File: src/rtl/cla_pipe_addsub_pkg.sv
// Shared ALU definitions for the pipelined add/subtract unit.
// Op encodings, flag-bundle bit positions and the carry-in selection rule.
package cla_pipe_addsub_pkg;

  typedef enum logic [1:0] {
    OP_ADD = 2'b00,
    OP_SUB = 2'b01,
    OP_ADC = 2'b10,
    OP_SBB = 2'b11
  } alu_op_e;

  localparam int FLAG_CF = 0;
  localparam int FLAG_OF = 1;
  localparam int FLAG_ZF = 2;
  localparam int FLAG_SF = 3;
  localparam int FLAG_W  = 4;

  // SUB/SBB run as A + ~B + cin; SBB's borrow-in is !cin, so cin passes straight through.
  function automatic logic op_carry_in(input alu_op_e op, input logic cin);
    logic c;
    c = 1'b0;
    unique case (op)
      OP_ADD: c = 1'b0;
      OP_SUB: c = 1'b1;
      OP_ADC: c = cin;
      OP_SBB: c = cin;
    endcase
    return c;
  endfunction

endpackage

File: src/rtl/cla_pipe_addsub_chunk.sv
// Combinational CW-bit carry-lookahead adder: 4-bit groups with group P/G and a second lookahead level.
// Also exposes the carry into the top bit so the caller can form signed overflow.
module cla_pipe_addsub_chunk #(
  parameter int CW = 16
) (
  input  logic [CW-1:0] a,
  input  logic [CW-1:0] b,
  input  logic          cin,
  output logic [CW-1:0] sum,
  output logic          cout,
  output logic          c_msb
);

  localparam int NG = CW / 4;

  logic [CW-1:0] w_p;
  logic [CW-1:0] w_g;
  logic [CW-1:0] w_c;
  logic [NG-1:0] w_gp;
  logic [NG-1:0] w_gg;
  logic [NG:0]   w_gc;

  assign w_p = a ^ b;
  assign w_g = a & b;

  for (genvar j = 0; j < NG; j++) begin : g_grp
    localparam int B = 4 * j;
    assign w_gp[j] = &w_p[B+3:B];
    assign w_gg[j] = w_g[B+3]
                   | (w_p[B+3] & w_g[B+2])
                   | (w_p[B+3] & w_p[B+2] & w_g[B+1])
                   | (w_p[B+3] & w_p[B+2] & w_p[B+1] & w_g[B]);
    assign w_c[B]   = w_gc[j];
    assign w_c[B+1] = w_g[B] | (w_p[B] & w_gc[j]);
    assign w_c[B+2] = w_g[B+1] | (w_p[B+1] & w_g[B]) | (w_p[B+1] & w_p[B] & w_gc[j]);
    assign w_c[B+3] = w_g[B+2] | (w_p[B+2] & w_g[B+1]) | (w_p[B+2] & w_p[B+1] & w_g[B])
                    | (w_p[B+2] & w_p[B+1] & w_p[B] & w_gc[j]);
  end

  // Second level: group carries from group generate/propagate only.
  always_comb begin
    logic c;
    c = cin;
    w_gc = '0;
    for (int j = 0; j < NG; j++) begin
      w_gc[j] = c;
      c = w_gg[j] | (w_gp[j] & c);
    end
    w_gc[NG] = c;
  end

  assign sum   = w_p ^ w_c;
  assign cout  = w_gc[NG];
  assign c_msb = w_c[CW-1];

endmodule

File: src/rtl/cla_pipe_addsub.sv
// Pipelined add/sub/adc/sbb with flags: one CW-bit lookahead chunk per stage, carry registered between stages.
// NSTAGE cycles latency, one op per clock; every stage holds while the output is stalled.
module cla_pipe_addsub
  import cla_pipe_addsub_pkg::*;
#(
  parameter int WIDTH  = 32,
  parameter int NSTAGE = 2
) (
  input  logic             clk,
  input  logic             rst,
  input  logic             in_valid,
  output logic             in_ready,
  input  logic [WIDTH-1:0] in_a,
  input  logic [WIDTH-1:0] in_b,
  input  logic [1:0]       in_op,
  input  logic             in_cin,
  output logic             out_valid,
  input  logic             out_ready,
  output logic [WIDTH-1:0] out_sum,
  output logic             out_cf,
  output logic             out_of,
  output logic             out_zf,
  output logic             out_sf
);

  localparam int CW = WIDTH / NSTAGE;

  logic              w_stall;
  logic [WIDTH-1:0]  w_b_eff;
  logic              w_cin0;
  logic [FLAG_W-1:0] w_flags;

  assign w_b_eff   = in_op[0] ? ~in_b : in_b;
  assign w_cin0    = op_carry_in(alu_op_e'(in_op), in_cin);
  assign w_stall   = out_valid & ~out_ready;
  assign in_ready  = ~w_stall;

  // r_ab holds finished sum chunks below chunk k and still-unsummed A chunks above it;
  // r_b holds only the unsummed B chunks, shifted down so its bottom chunk is next.
  for (genvar k = 0; k < NSTAGE; k++) begin : g_stg
    localparam int BW = WIDTH - k * CW;

    logic             w_vld_in;
    logic [WIDTH-1:0] w_ab_in;
    logic [BW-1:0]    w_b_in;
    logic             w_c_in;
    logic             w_z_in;
    logic [CW-1:0]    w_csum;
    logic             w_cout;
    logic             w_cmsb;
    logic [WIDTH-1:0] w_ab_nx;

    logic             r_vld;
    logic [WIDTH-1:0] r_ab;
    logic             r_c;
    logic             r_z;
    logic             r_cmsb;

    if (k == 0) begin : g_src
      assign w_vld_in = in_valid;
      assign w_ab_in  = in_a;
      assign w_b_in   = w_b_eff;
      assign w_c_in   = w_cin0;
      assign w_z_in   = 1'b1;
    end else begin : g_src
      assign w_vld_in = g_stg[k-1].r_vld;
      assign w_ab_in  = g_stg[k-1].r_ab;
      assign w_b_in   = g_stg[k-1].g_fwd.r_b;
      assign w_c_in   = g_stg[k-1].r_c;
      assign w_z_in   = g_stg[k-1].r_z;
    end

    cla_pipe_addsub_chunk #(.CW(CW)) u_chunk (
      .a     (w_ab_in[k*CW +: CW]),
      .b     (w_b_in[CW-1:0]),
      .cin   (w_c_in),
      .sum   (w_csum),
      .cout  (w_cout),
      .c_msb (w_cmsb)
    );

    always_comb begin
      w_ab_nx = w_ab_in;
      w_ab_nx[k*CW +: CW] = w_csum;
    end

    always_ff @(posedge clk) begin
      if (rst) begin
        r_vld  <= 1'b0;
        r_ab   <= '0;
        r_c    <= 1'b0;
        r_z    <= 1'b0;
        r_cmsb <= 1'b0;
      end else if (!w_stall) begin
        r_vld  <= w_vld_in;
        r_ab   <= w_ab_nx;
        r_c    <= w_cout;
        r_z    <= w_z_in & ~|w_csum;
        r_cmsb <= w_cmsb;
      end
    end

    if (k < NSTAGE - 1) begin : g_fwd
      logic [BW-CW-1:0] r_b;
      logic             w_unused_cmsb;

      assign w_unused_cmsb = r_cmsb;

      always_ff @(posedge clk) begin
        if (rst) begin
          r_b <= '0;
        end else if (!w_stall) begin
          r_b <= w_b_in[BW-1:CW];
        end
      end
    end
  end

  assign w_flags[FLAG_CF] = g_stg[NSTAGE-1].r_c;
  assign w_flags[FLAG_OF] = g_stg[NSTAGE-1].r_c ^ g_stg[NSTAGE-1].r_cmsb;
  assign w_flags[FLAG_ZF] = g_stg[NSTAGE-1].r_z;
  assign w_flags[FLAG_SF] = g_stg[NSTAGE-1].r_ab[WIDTH-1];

  assign out_valid = g_stg[NSTAGE-1].r_vld;
  assign out_sum   = g_stg[NSTAGE-1].r_ab;
  assign out_cf    = w_flags[FLAG_CF];
  assign out_of    = w_flags[FLAG_OF];
  assign out_zf    = w_flags[FLAG_ZF];
  assign out_sf    = w_flags[FLAG_SF];

endmodule

File: config.mk
export PLATFORM = sky130hd
export DESIGN_NAME = cla_pipe_addsub
export DESIGN_NICKNAME = d
export VERILOG_FILES = /design/src/rtl/cla_pipe_addsub_pkg.sv /design/src/rtl/cla_pipe_addsub_chunk.sv /design/src/rtl/cla_pipe_addsub.sv
export SDC_FILE = /design/constraint.sdc
export NUM_CORES = 1
export LEC_CHECK = 0
export CORE_MARGIN = 3
export CORE_UTILIZATION = 69
export DETAILED_ROUTE_END_ITERATION = 8
export DONT_BUFFER_PORTS = 1
export PLACE_DENSITY_LB_ADDON = 0.05
export SLEW_MARGIN = 5
export SYNTH_ARGS = -nofsm -noshare
export SYNTH_HDL_FRONTEND = slang
export SYNTH_HIERARCHICAL = 1
export SYNTH_SLANG_ARGS = --single-unit
File: constraint.sdc
create_clock -name clk -period 6.9 [get_ports clk]
set_clock_uncertainty 0.05 [all_clocks]
set_input_delay 1.035 -clock clk [delete_from_list [all_inputs] [get_ports clk]]
set_output_delay 1.035 -clock clk [all_outputs]
set_load 0.1 [all_outputs]
==> impl_summary.md <==
STA
The normalized max-slew margin is 0.225. The actual transition at the worst max-transition pin is roughly 1.2 ns. The final worst hold slack is roughly 0.40 ns.

Setup violations remaining at the end of the flow were counted as 0. The setup TNS is 0 ns. The number of max-slew violations in the final report came to 0. The final period utilization is 0.539. The routed design could run at a clock period as short as around 3.7 ns. The number of endpoints with negative hold slack in the final report is 0. Setup repair after global routing left no endpoint under its margin. The maximum clock rate is ~270 MHz.

Pwr
The share of total power dissipated in sequential elements is 0.565. The net switching share of the total power is 0.396. The leakage power total is between 0.002 and 0.0025 µW.

Cell internal power was estimated by the tool at between 800 and 900 µW. The total power density per cell area is roughly 280 nW/µm². Power comes to between 1000 and 1500 µW.

The proportion of power drawn by the clock network is 0.232. IR analysis of the VDD net gives a maximum drop of 182 µV. The share of total power dissipated in combinational logic is 0.203. The net switching component of the power is between 500 and 600 µW.

GRT
The aggregate global routing overflow is 0. The number of antenna violations at the first check in global routing is 0. The maximum number of pins on one net before global-route repair is a little under 90. The via count of the first global-routing pass is 3582. The wire length of the first global-routing pass is roughly 16 mm. In the global route stage, overall resource usage came out at 0.253.

Detailed routing
The first-pass detailed-route iteration total is 7. Detailed routing placed a total of between 600 and 700 µm of wire on met3. The number of design-rule violations left by the first detailed-router iteration is about 150.

The detailed-route wire length per cell is roughly 15 µm. Detailed routing inserted a total of approximately 3700 vias. The via density per instance is 5.97. The detailed router put a total of about 4.1 mm of wire on met1. The remaining design rule violation count is 0. Wire segments on met2 add up to ~4.7 mm in the final route. Signal routing reaches up to met4. The routed wire length is 9.57 mm. Once detail routing completed, the nets flagged for antenna violations numbered 0.

Floorplan
The die outline width is 88.3 µm. After floorplanning, the core was sized to cover around 6500 µm². The starting utilization of the core area is 0.724. The die is slightly below 90 µm tall. The cell row count is 29. The die covers between 7000 and 8000 µm².

Pin placement for this block handled approximately 110 I/O pins.

Setup path
Data on the critical path arrives at its endpoint at ~2.6 ns. The signal on the critical path passes through nor2b_4, buf_4, inv_4. In this run the worst path has a maximum fanout of roughly 70. The capturing element type of the critical path is a primary output.

The required time of the critical path is 5.81 ns. The startpoint type of the worst setup path is a flop. The launch point of the worst reg-to-reg path is out_valid$_SDFFE_PP0N_. The kind of cell adding the most delay to the critical path is buffers and inverters. The slowest stage of the critical path is the sky130_fd_sc_hd__dfxtp_1 cell. In this run the worst setup path begins at out_valid$_SDFFE_PP0N_.

The number of buffers and inverters on the critical path is 2. The delay of the slowest cell on the worst path is between 0.9 and 1 ns. The worst setup path is of the reg2out kind.

Clock tree
The count of buffers added by post-CTS timing repair for setup is 0. The count of hold buffers inserted by post-cts repair is 0. The clock tree from TritonCTS is built. CTS built an H-tree with a depth of 3. The total CTS buffers is 9. The maximum clock path buffer count is 2. For the worst-skew pair, the clock arrives at the later sink with an insertion delay of 0.35 ns. After clock tree synthesis, the clock-pin slew on the worst setup and hold paths is around 0.08 ns. The count of instances resized after the clock tree is built is 0. The clock drives 87 sinks. CTS placed an instance of sky130_fd_sc_hd__clkbuf_8 at the clock tree root.

Finish
Of the cells placed in the final design, the portion with a size suffix greater than 1 is 0.0546. Summing all multi-input logic gate instances after layout gives between 2000 and 3000 µm². After the last flow step, the layout net total stands at around 660. The register area is 1740 µm². Relative to the synthesized area, the layout overhead comes to 3.16%. The total of fill cells in the finished design is approximately 520. The repair_antennas step left the layout with diodes totalling 0.

Worst hold path
The tightest min-delay check is of the reg2reg type. In this run the most critical hold path is launched from g_stg[0].r_ab[5]$_SDFFE_PP0N_.

Synthesis
Counting every instance in the synthesized netlist gives between 500 and 600. The number of synthesis warnings is 6. The per-instance average area after synthesis is slightly above 8 µm². When the netlist entered floorplanning its net count stood at approximately 680. In this run the cell area of the synthesized design comes to 4680 µm².

Placed design
The count of port buffers added during placement is 0. The detailed placement HPWL is between 6 and 7 mm. Routability-driven placement finished with a final weighted congestion of 0.788.

Job
The number of max-capacitance violations reported is 0.

Outcome
The run finished with clean final reports.
## cell usage in the layout (no fill, tap or decap), drive strengths merged, types with 11 or more instances in the layout
cell type,instances
a21oi,82
nor2,23
dfxtp,87
ha,32
inv,15
a211oi,18
clkbuf,13
xor2,27
nand2,146
o21ai,11
xnor2,28
## sequential cells by signal (all words and copies together), names as in the netlist
signal,flops
g_stg.r_ab,32
g_stg.r_c,1
g_stg.r_cmsb,1
out_zf,1
out_valid,1
out_sum,32
g_stg.g_fwd.r_b,16
g_stg.r_z,1
g_stg.r_vld,1
out_cf,1
## worst paths after layout
| path | end | cells past startpoint | slack (ns) |
|---|---|---|---|
| worst min register to register | g_stg[0].r_ab[5]$_SDFFE_PP0N_ | 2 | 0.40 |
| worst max register to register | g_stg[0].g_fwd.r_b[5]$_SDFFE_PP0N_ | 6 | 3.67 |
| worst max-delay path | in_ready | 3 | 3.18 |
| worst min-delay path | g_stg[0].r_ab[5]$_SDFFE_PP0N_ | 2 | 0.40 |
## per-stage QoR
stage	area (µm²)	worst slack [ns]	utilization	std cells
finish	4830	3.18	0.747	626
global route	4830	3.07	0.747	626
CTS	4830	3.19	0.747	626
detailed placement	4650	3.34	0.720	610
global placement	4650	3.39	0.720	610
floorplan	4680	2.96	-	565
## cell type report
class	count	share of cell area
clock buffers	13	0.0329
clock inverters	3	0.00363
inverters	15	0.0122
multi-input cells	429	0.567
flip-flops and latches	87	0.361
well taps	77	0.0200
repair buffers	2	0.00311
## worst min-delay path: cells and delay by family (launching register included)
family,cells,cell delay [ns]
flops,1,0.31
simple gates,1,0.05
compound gates,1,0.05
## per-layer routing
layer  GRT usage  up-vias
met2       0.432      121
met1       0.313     1721
met3      0.0642       18
li1            -     1876
met4      0.0824        0
met5           0        -
## power groups by stage
stage	registers [µW]	clock network [µW]	logic (µW)
floorplan	770	0	251
global placement	786	0	266
detailed placement	789	0	277
CTS	777	323	279
global route	784	349	317
finish	776	319	279
No activity file was read; power rests on OpenSTA's default activity.
